### config.mk
export PLATFORM = sky130hd
export DESIGN_NAME = mem_port_arbiter
export DESIGN_NICKNAME = d
export VERILOG_FILES = /design/src/rtl/mem_port_arbiter_pkg.sv /design/src/rtl/burst_beat_counter.sv /design/src/rtl/mem_port_arbiter.sv
export SDC_FILE = /design/constraint.sdc
export NUM_CORES = 1
export LEC_CHECK = 0
export BUFFER_PORTS_ARGS = -buffer_cell sky130_fd_sc_hd__buf_2
export CAP_MARGIN = 25
export CORE_AREA = 2 2 115 117
export CTS_BUF_LIST = sky130_fd_sc_hd__clkbuf_16
export CTS_CLUSTER_SIZE = 25
export DETAILED_ROUTE_END_ITERATION = 8
export DIE_AREA = 0 0 117 119
export PLACE_DENSITY = 0.61
export SKIP_LAST_GASP = 1
export SLEW_MARGIN = 20
export SYNTH_ARGS = -nofsm -noshare
export SYNTH_HDL_FRONTEND = slang
export SYNTH_SLANG_ARGS = --single-unit
export TNS_END_PERCENT = 10
### constraint.sdc
create_clock -name clk -period 2.5 [get_ports clk]
set_input_delay 0.25 -clock clk [delete_from_list [all_inputs] [get_ports clk]]
set_output_delay 0.25 -clock clk [all_outputs]
set_load 0.005 [all_outputs]
### src/rtl/mem_port_arbiter_pkg.sv
// Shared definitions for the memory-port arbiter: FSM states, grant sides
// and burst sizing defaults.
package mem_port_arbiter_pkg;

  typedef enum logic [2:0] {
    IDLE    = 3'd0,
    I_REQ   = 3'd1,
    I_RD    = 3'd2,
    D_REQ   = 3'd3,
    D_RD    = 3'd4,
    D_WR    = 3'd5,
    D_WRESP = 3'd6
  } arb_state_t;

  localparam logic GRANT_I = 1'b0;
  localparam logic GRANT_D = 1'b1;

  localparam int DEFAULT_BURST_LEN = 8;
  localparam int LEN_W             = 8;

endpackage

### src/rtl/burst_beat_counter.sv
// Counts transferred beats of a burst and flags the final beat.
// Shared by read and write bursts; clr wins over inc.
module burst_beat_counter
  import mem_port_arbiter_pkg::*;
#(
  parameter int BURST_LEN = DEFAULT_BURST_LEN
) (
  input  logic             clk,
  input  logic             rst,
  input  logic             clr,
  input  logic             inc,
  output logic [LEN_W-1:0] count,
  output logic             is_last
);

  localparam logic [LEN_W-1:0] LAST_BEAT = LEN_W'(BURST_LEN - 1);

  always_ff @(posedge clk) begin
    if (rst || clr) begin
      count <= '0;
    end else if (inc) begin
      count <= count + 1'b1;
    end
  end

  assign is_last = (count == LAST_BEAT);

endmodule

### src/rtl/mem_port_arbiter.sv
// Arbitrates the single off-chip memory port between the I-cache refill path
// and the D-cache refill/write-back path, holding the grant for a whole burst.
module mem_port_arbiter
  import mem_port_arbiter_pkg::*;
#(
  parameter int BURST_LEN = DEFAULT_BURST_LEN,
  parameter int ADDR_W    = 32,
  parameter int DATA_W    = 32
) (
  input  logic              clk,
  input  logic              rst,
  input  logic              i_req_valid,
  output logic              i_req_ready,
  input  logic [ADDR_W-1:0] i_req_addr,
  output logic              i_resp_valid,
  input  logic              i_resp_ready,
  output logic [DATA_W-1:0] i_resp_data,
  output logic              i_resp_last,
  input  logic              d_req_valid,
  output logic              d_req_ready,
  input  logic [ADDR_W-1:0] d_req_addr,
  input  logic              d_req_wen,
  input  logic              d_wdata_valid,
  output logic              d_wdata_ready,
  input  logic [DATA_W-1:0] d_wdata,
  input  logic              d_wdata_last,
  output logic              d_resp_valid,
  input  logic              d_resp_ready,
  output logic [DATA_W-1:0] d_resp_data,
  output logic              d_resp_last,
  output logic              d_wresp_valid,
  input  logic              d_wresp_ready,
  output logic              mem_req_valid,
  input  logic              mem_req_ready,
  output logic [ADDR_W-1:0] mem_req_addr,
  output logic              mem_req_wen,
  output logic [LEN_W-1:0]  mem_req_len,
  output logic              mem_wdata_valid,
  input  logic              mem_wdata_ready,
  output logic [DATA_W-1:0] mem_wdata,
  output logic              mem_wdata_last,
  input  logic              mem_resp_valid,
  output logic              mem_resp_ready,
  input  logic [DATA_W-1:0] mem_resp_data,
  input  logic              mem_resp_last,
  input  logic              mem_wresp_valid,
  output logic              mem_wresp_ready,
  output logic              proto_err
);

  arb_state_t        state, state_next;
  logic              last_grant;
  logic [ADDR_W-1:0] addr_q;
  logic              wen_q;
  logic              grant_i, grant_d;
  logic              beat, beat_clr, err_set;
  logic [LEN_W-1:0]  beat_count;
  logic              beat_is_last;

  burst_beat_counter #(.BURST_LEN(BURST_LEN)) u_beat_counter (
    .clk     (clk),
    .rst     (rst),
    .clr     (beat_clr),
    .inc     (beat),
    .count   (beat_count),
    .is_last (beat_is_last)
  );

  assign mem_req_addr = addr_q;
  assign mem_req_wen  = wen_q;
  assign mem_req_len  = LEN_W'(BURST_LEN - 1);
  assign i_resp_data  = mem_resp_data;
  assign d_resp_data  = mem_resp_data;
  assign mem_wdata    = d_wdata;

  always_ff @(posedge clk) begin
    if (rst) begin
      state      <= IDLE;
      last_grant <= GRANT_I;
      addr_q     <= '0;
      wen_q      <= 1'b0;
      proto_err  <= 1'b0;
    end else begin
      state <= state_next;
      if (grant_i) begin
        addr_q     <= i_req_addr;
        wen_q      <= 1'b0;
        last_grant <= GRANT_I;
      end else if (grant_d) begin
        addr_q     <= d_req_addr;
        wen_q      <= d_req_wen;
        last_grant <= GRANT_D;
      end
      if (err_set) begin
        proto_err <= 1'b1;
      end
    end
  end

  // Every channel is closed by default so an ungranted side never sees a handshake.
  always_comb begin
    state_next      = state;
    grant_i         = 1'b0;
    grant_d         = 1'b0;
    beat            = 1'b0;
    beat_clr        = 1'b0;
    err_set         = 1'b0;
    i_req_ready     = 1'b0;
    d_req_ready     = 1'b0;
    i_resp_valid    = 1'b0;
    i_resp_last     = 1'b0;
    d_resp_valid    = 1'b0;
    d_resp_last     = 1'b0;
    d_wdata_ready   = 1'b0;
    d_wresp_valid   = 1'b0;
    mem_req_valid   = 1'b0;
    mem_wdata_valid = 1'b0;
    mem_wdata_last  = 1'b0;
    mem_resp_ready  = 1'b0;
    mem_wresp_ready = 1'b0;

    case (state)
      IDLE: begin
        if (i_req_valid && (!d_req_valid || last_grant == GRANT_D)) begin
          grant_i     = 1'b1;
          i_req_ready = 1'b1;
          state_next  = I_REQ;
        end else if (d_req_valid) begin
          grant_d     = 1'b1;
          d_req_ready = 1'b1;
          state_next  = D_REQ;
        end
      end
      I_REQ: begin
        mem_req_valid = 1'b1;
        if (mem_req_ready) state_next = I_RD;
      end
      D_REQ: begin
        mem_req_valid = 1'b1;
        if (mem_req_ready) state_next = wen_q ? D_WR : D_RD;
      end
      I_RD: begin
        i_resp_valid   = mem_resp_valid;
        mem_resp_ready = i_resp_ready;
        i_resp_last    = beat_is_last;
        beat           = mem_resp_valid && i_resp_ready;
        err_set        = beat && (mem_resp_last != beat_is_last);
        if (beat && beat_is_last) begin
          beat_clr   = 1'b1;
          state_next = IDLE;
        end
      end
      D_RD: begin
        d_resp_valid   = mem_resp_valid;
        mem_resp_ready = d_resp_ready;
        d_resp_last    = beat_is_last;
        beat           = mem_resp_valid && d_resp_ready;
        err_set        = beat && (mem_resp_last != beat_is_last);
        if (beat && beat_is_last) begin
          beat_clr   = 1'b1;
          state_next = IDLE;
        end
      end
      D_WR: begin
        mem_wdata_valid = d_wdata_valid;
        d_wdata_ready   = mem_wdata_ready;
        mem_wdata_last  = beat_is_last;
        beat            = d_wdata_valid && mem_wdata_ready;
        err_set         = beat && (d_wdata_last != beat_is_last);
        if (beat && beat_is_last) begin
          beat_clr   = 1'b1;
          state_next = D_WRESP;
        end
      end
      D_WRESP: begin
        d_wresp_valid   = mem_wresp_valid;
        mem_wresp_ready = d_wresp_ready;
        if (mem_wresp_valid && d_wresp_ready) state_next = IDLE;
      end
      default: state_next = IDLE;
    endcase
  end

endmodule

# ---- After elaboration in Yosys (flattened, before gate mapping)
# Cells that the tools add are included.
# W data, S select, Z words.
dict set report classes {
  n_reduce_logical 19
  mux 34
  addsub 1
  eq_ne 16
}
# operator count
set ops {}
lappend ops {{$mux W32} 2}
lappend ops {{$mux W3} 8}
lappend ops {{$pmux W3 S7} 1}
lappend ops {{$mux W1} 19}
lappend ops {{$ne A2 B2 Y1 const B} 6}
lappend ops {{$logic_and A1 B1 Y1} 11}
lappend ops {{$eq A3 B3 Y1 const B} 3}
lappend ops {{$pmux W1 S3} 3}
lappend ops {{$add A8 B1 Y8 const B} 1}
lappend ops {{$eq A8 B3 Y1 const B} 1}
lappend ops {{$reduce_and A7 Y1} 1}
lappend ops {{$eq A3 B2 Y1 const B} 2}
lappend ops {{$reduce_or A2 Y1} 2}
lappend ops {{$eq A3 B1 Y1 const B} 1}
lappend ops {{$logic_not A3 Y1} 1}
lappend ops {{$ne A3 B3 Y1 const B} 1}
lappend ops {{$logic_or A1 B1 Y1} 2}
lappend ops {{$ne A1 B1 Y1} 2}
lappend ops {{$pmux W1 S2} 1}
lappend ops {{$reduce_bool A2 Y1} 1}
lappend ops {{$logic_not A1 Y1} 1}
dict set report word_totals {
  word_cells 76
  out_inout_bits 151
  input_bits 143
  regBits 46
}

# ---- Longest topological paths before layout
# Gate-level depths: netlist of run 1.
dict set report depth {
  depth_word 7
  ltp_mapped 7
  depth_no_buf 6
}

# ---- Cells and area by module
# A second synthesis of run 1 with hierarchy kept.
dict set report hier_totals {
  cells_unflattened 370
  hier_area_um2 3440.8
}
# mod seq_area_each_um2 instances cells_per_inst area_per_inst_um2
set by_module_without_submodules {}
lappend by_module_without_submodules {mem_port_arbiter 760.7 1 328 3064.2}
lappend by_module_without_submodules {burst_beat_counter 160.2 1 42 376.6}

# ---- Least setup slack after synthesis of run 1
# No wires, ideal clock.
dict set report synth_timing {
  kind {reg-to-reg}
  startpoint {reg u_beat_counter.count[0]}
  endpoint {reg state[1]}
  path_slack_ns 0.742
  setup_ns 0.121
  path_stages_with_launch 7
  n_path_buf 0
  required_ns 2.379
  period_less_slack_ns 1.758
  arrival_ns 1.636
  cell_sequence {dfxtp_1 > ha_1 > nor4b_4 > nand4_1 > a211oi_2 > nand2_2 > mux2_4}
}
dict set report synth_via {
  elab_chain_cells 4
  word_cells_on_any_way 8
  cone_classes {eq/ne (4); reduce/logical (4)}
}
# item line
set synth_lines {}
lappend synth_lines {{start, declared} burst_beat_counter.sv:12} ;# output logic [LEN_W-1:0] count,
lappend synth_lines {{start signal, assigned} burst_beat_counter.sv:22} ;# count <= count + 1'b1;
lappend synth_lines {{$eq A8 B3 Y1 (*)} burst_beat_counter.sv:26} ;# assign is_last = (count == LAST_BEAT);
lappend synth_lines {{$logic_and A1 B1 Y1 (on tied branches)} {mem_port_arbiter.sv:170, mem_port_arbiter.sv:148, mem_port_arbiter.sv:159}}
lappend synth_lines {{$ne A2 B2 Y1 (no line)} --}
lappend synth_lines {{$reduce_and A7 Y1 (no line) (*)} --}
lappend synth_lines {{end signal, assigned} mem_port_arbiter.sv:84} ;# state <= state_next;
lappend synth_lines {{end, declared} mem_port_arbiter.sv:51} ;# arb_state_t state, state_next;
# Mark *: on every way between the ends. The rest lies on a longest branch, timed or not.
# A chain may end at the register's enable or synchronous reset.

# ---- Worst setup path in the final report of run 1
dict set report layout_timing {
  startpoint {reg u_beat_counter.count[0]}
  endpoint {out i_resp_last}
}
dict set report layout_via {
  elab_chain_cells 2
}
# item line
set layout_lines {}
lappend layout_lines {{$eq A8 B3 Y1} burst_beat_counter.sv:26}
lappend layout_lines {{$mux W1} mem_port_arbiter.sv:122} ;# case (state)
lappend layout_lines {{end, declared} mem_port_arbiter.sv:18} ;# output logic i_resp_last,
# No other way between the ends.

==> qor.csv, run 1 <==
metric;value;unit
tns;0;ps
max_slew.worst_pin.slew;486;ps
grt_usage;12.3;%
die_h;119;um
synth_seq_cells;46;
syn2layout_area_growth;6.56;%
ant_nets;0;
crit_path_cell_trace;ha_1 -> nor4b_4 -> nand2_1 -> nor4_1 -> buf_2;
fin_crit;2170;ps
nNetsFinal;527;
post_drt_via_cell_ratio;4.67;
fp.dieArea;13900;um2
ys_types;51;
fin_crit_sh;87.0;%
worstHoldPathType;in2reg;
slew_viol_final;0;
clockBufferDepth;2;
worstSkewPairLatency;290;ps
grt_max_degree;34;
rsz0062_at_grt;false;
die_w;117;um
postCtsSetupRepairBufs;0;
drc;0;
cts.sinks;46;
ys_async_sr_fraction;0;%
slowest_stage;dfxtp_1;
core.rowCount;42;
antenna_found_initial;0;
syn_area;3030;um2
p_total;2.85;mW
grt_busiest_layer;met2;
nFillCells;1392;
synth.most_common_cell;buf_4;
via_count;2613;
final_hold_viol_count;0;
path_clk_slew;60;ps
cp_max_fo;5;
wl_per_cell;16.0;um
syn_inst;366;
powerDensity;884;nW/um2
yosysSeqAreaShare;30.4;%
post_cts_resized;0;
synth_flop_cell;dfxtp_1;
status;finished, final reports clean;
antenna_cells_inserted;0;
netlist.area_leader.share;30.4;%
met2_usage;23.0;%
max_slew_margin;66.8;%
drive_above_1_share;39.6;%
slowest_delay;430;ps
root_buffer;clkbuf_16;
setup_slack;326;ps
h-tree-depth;2;
wirelength;8.97;mm
cap_violations;0;
end_kind;output port;
portBuffers;125;
yosysTopAreaCell;dfxtp_1;
setup_violations;0;
cts_tree;yes;
ys.warnings.count;0;
place_hpwl;7.07;mm
netlist_top_cells_area;dfxtp_1 30%, buf_4 27%, o221ai_1 9.0%;
drt_iter0_drc;104;
first_global_vias;2367;
gr-usage-met1;12.0;%
preCtsSetupSlack;455;ps
synth_edf_count;0;
cts-buffers-inserted;5;
ir_worst_vdd;282;uV
fmax;0.460;GHz
yosys-top-cells-count;109 x buf_4, 46 x dfxtp_1, 40 x a21oi_1, 36 x nand2_1, 31 x o221ai_1;
grt_overflow;0;
dr.pass1.iters;4;
crit_type;reg2out;
gp_congestion;0.783;
avgSynthCellArea;8.28;um2
grt.met3_usage;5.75;%
start_kind;flop;
initial_core_util;23.5;%
core;12900;um2
p_leak;1.37;nW
clock_skew;2.88;ps
worstPathRequired;2250;ps
hold_buffers;0;
grt_pass1_wl;12.9;mm
crit_arrival;1920;ps
pin_count;294;
-- placed cells by master (no fill, tap or decap), types with 2 or more instances in the layout --
master / instances
a211oi_2: 2
inv_1: 5
nor4_1: 2
clkbuf_16: 5
o221ai_1: 31
xnor2_1: 7
a21boi_1: 2
conb_1: 8
and2_1: 2
nor2b_1: 2
and3_1: 3
mux2i_1: 2
nor2_1: 13
buf_4: 6
buf_2: 125
nand4_1: 3
nor3_1: 4
nand3b_1: 4
xor2_1: 2
nand2_1: 36
dfxtp_1: 46
nand3_1: 4
a21oi_1: 40
-- per-stage QoR --
step           util, %  std cells  area (um2)  hold slack, ps
2_1_floorplan        -        372        3050             366
3_3_place_gp      23.8        552        3060             435
3_5_place_dp      23.8        552        3060             442
4_1_cts           25.0        560        3220             239
5_1_grt           25.1        560        3230             253
6_report          25.1        560        3230             258
-- critical path, delay by kind of cell, from the launching register on --
kind | cells | cell delay, ps
AND/OR/NAND/NOR | 3 | 790
flip-flops | 1 | 430
adder cells (fa/ha/maj) | 1 | 270
buffers and inverters | 1 | 150
-- routing by layer --
metal | up-vias | wire [um]
met1 | 1226 | 3170
li1 | 1212 | -
met3 | 12 | 939
met4 | 0 | 119
met5 | - | 0
met2 | 163 | 4740
-- flip-flops by register name, indices dropped and copies added (netlist names) --
name / flops
mem_req_addr: 32
u_beat_counter.count: 8
state: 3
last_grant: 1
mem_req_wen: 1
proto_err: 1
-- final timing paths --
check | from | endpoint | slack [ps] | cells past startpoint
worst max-delay path | u_beat_counter.count[0]$_SDFFE_PP0P_ | i_resp_last | 330 | 5
worst max register to register | u_beat_counter.count[0]$_SDFFE_PP0P_ | state[1]$_SDFFE_PP0P_ | 460 | 6
worst min-delay path | d_req_wen | mem_req_wen$_SDFFE_PP0P_ | 260 | 3
worst min register to register | mem_req_addr[1]$_SDFFE_PP0P_ | mem_req_addr[1]$_SDFFE_PP0P_ | 450 | 2
-- where the power goes --
part           internal, mW  switching [mW]  total (mW)
sequential            0.913           0.142        1.05
combinational         0.457           0.592        1.05
clock                 0.465           0.285       0.750
total                  1.83            1.02        2.85
-- cells by family (layout without fill, tap and decap cells) --
group | count (synthesis) | in the layout | share of synthesized area (%)
buf+inv | 131 | 143 | 30.2
compound gates | 90 | 90 | 20.8
simple gates | 84 | 84 | 14.2
flops | 46 | 46 | 30.4
xor+xnor | 9 | 9 | 2.60
mux | 3 | 3 | 1.16
other cells | 2 | 8 | 0.248
fa+ha+maj | 1 | 1 | 0.413
-- final cells by class --
cell class	count	area (um2)	area share, %
well taps	176	220	6.82
clock inverters	3	37.5	1.16
multi-input cells	195	1240	38.4
inverters	4	15.0	0.465
clock buffers	5	125	3.87
flip-flops and latches	46	921	28.5
repair buffers	131	671	20.8
Power figures use the tool's default switching activity.
==> run 2, diff against run 1 <==
CORE_AREA = 2 2 114 116   (was 2 2 115 117)
DIE_AREA = 0 0 116 118   (was 0 0 117 119)
PLACE_DENSITY = 0.62   (was 0.61)
clock period = 2.7 ns   (was 2.5 ns; I/O delays follow)
==> qor.csv, run 2 (same netlist as run 1, synthesis figures left out) <==
metric;value;unit;change
p_leak;1.35;nW;was 1.37 nW
start_kind;flop;;unchanged
grt_overflow;0;;unchanged
initial_core_util;24.4;%;was 23.5%
cp_max_fo;28;;was 5
post_cts_resized;0;;unchanged
fmax;0.421;GHz;
rsz0062_at_grt;false;;unchanged
ant_nets;0;;unchanged
drive_above_1_share;39.5;%;was 39.6%
final_hold_viol_count;0;;unchanged
hold_buffers;0;;unchanged
layout_common_cells;125 x buf_2, 46 x dfxtp_1, 40 x a21oi_1;;unchanged
root_buffer;clkbuf_16;;unchanged
end_kind;output port;;unchanged
max_slew.worst_pin.slew;815;ps;was 486 ps
drt_iter0_drc;131;;was 104
worstSkewPairLatency;290;ps;about the same
first_global_vias;2444;;was 2367
die_w;116;um;was 117 um
postCtsSetupRepairBufs;0;;unchanged
core.rowCount;41;;was 42
portBuffers;125;;unchanged
antenna_found_initial;0;;unchanged
post-route-util;25.9;%;was 25.1%
slew_viol_final;0;;unchanged
path_clk_slew;70;ps;was 60 ps
status;finished, final reports clean;;unchanged
cap_violations;0;;unchanged
cts.sinks;46;;unchanged
clock_skew;6.72;ps;was 2.88 ps
p_total;2.58;mW;was 2.85 mW
ir_worst_vdd;203;uV;was 282 uV
drc;0;;unchanged
tns;0;ps;unchanged
antenna_cells_inserted;0;;unchanged
cts_tree;yes;;unchanged
post_drt_via_cell_ratio;4.57;;was 4.67
fin_crit_sh;87.9;%;
fin_crit;2370;ps;
syn2layout_area_growth;5.99;%;was 6.56%
seqCellArea;921;um2;unchanged
multi_input_area;1250;um2;was 1240 um2
wl_per_cell;16.1;um;was 16.0 um
cts-buffers-inserted;5;;unchanged
clockBufferDepth;2;;unchanged
grt_max_degree;44;;was 34
h-tree-depth;2;;unchanged
max_slew_margin;45.7;%;was 66.8%
via_count;2534;;was 2613
wirelength;8.89;mm;was 8.97 mm
place_hpwl;6.92;mm;was 7.07 mm
final_common_cell;buf_2;;unchanged
worstPathRequired;2430;ps;was 2250 ps
worstHoldPathType;in2reg;;unchanged
nFillCells;1375;;was 1392
powerDensity;805;nW/um2;was 884 nW/um2
crit_type;reg2out;;unchanged
core;12400;um2;was 12900 um2
dr.pass1.iters;5;;was 4
crit_arrival;2100;ps;was 1920 ps
die_h;118;um;was 119 um
grt_usage;12.3;%;about the same
nNetsFinal;525;;was 527
gp_congestion;0.744;;was 0.783
setup_violations;0;;unchanged
fp.dieArea;13700;um2;was 13900 um2
pin_count;294;;unchanged
grt_pass1_wl;13.0;mm;was 12.9 mm
largest_register_ffs;32;;unchanged
[run 2: power by group]
group	internal [mW]	switching, mW
registers	0.845	0.134
clock network	0.344	0.280
logic	0.432	0.549
[run 2: final cells by class]
type,count,share of cell area [%]
clock inverter,3,0.623
multi-input combinational,195,38.8
inverter,4,0.467
tap,172,6.70
clock buffer,5,3.90
sequential,46,28.7
timing repair buffer,129,20.8
[run 2: path summary, 6_finish.rpt]
check                                     start                       endpoint  slack, ps  cells past startpoint
hold / removal                        d_req_wen       mem_req_wen$_SDFFE_PP0P_        270                      3
setup / recovery          state[2]$_SDFFE_PP0P_                    i_req_ready        330                      4
hold reg to reg   mem_req_addr[26]$_SDFFE_PP0P_  mem_req_addr[26]$_SDFFE_PP0P_        450                      2
setup reg to reg          state[2]$_SDFFE_PP0P_  mem_req_addr[15]$_SDFFE_PP0P_        580                      5
[run 2: worst max-delay path, stage by stage, from the launching register on]
cell,delay (ps)
dfxtp_1,440
nor3_2,460
nor2b_2,500
buf_12,250
buf_2,140
[run 2: layer usage]
layer	vias to the layer above	GRT usage (%)	wire [um]
met4	0	3.72	148
li1	1206	-	-
met5	-	0	0
met3	19	6.54	1140
met2	148	21.8	4400
met1	1161	12.3	3200
[run 2: per-stage QoR]
| step | setup WS, ps | hold slack [ps] | cell area [um2] | cells |
|---|---|---|---|---|
| 6_report | 326 | 273 | 3210 | 554 |
| 5_1_grt | 239 | 300 | 3210 | 554 |
| 4_1_cts | 241 | 258 | 3200 | 554 |
| 3_5_place_dp | 514 | 441 | 3050 | 546 |
| 3_3_place_gp | 578 | 434 | 3050 | 546 |
| 2_1_floorplan | 942 | 386 | 3050 | 372 |
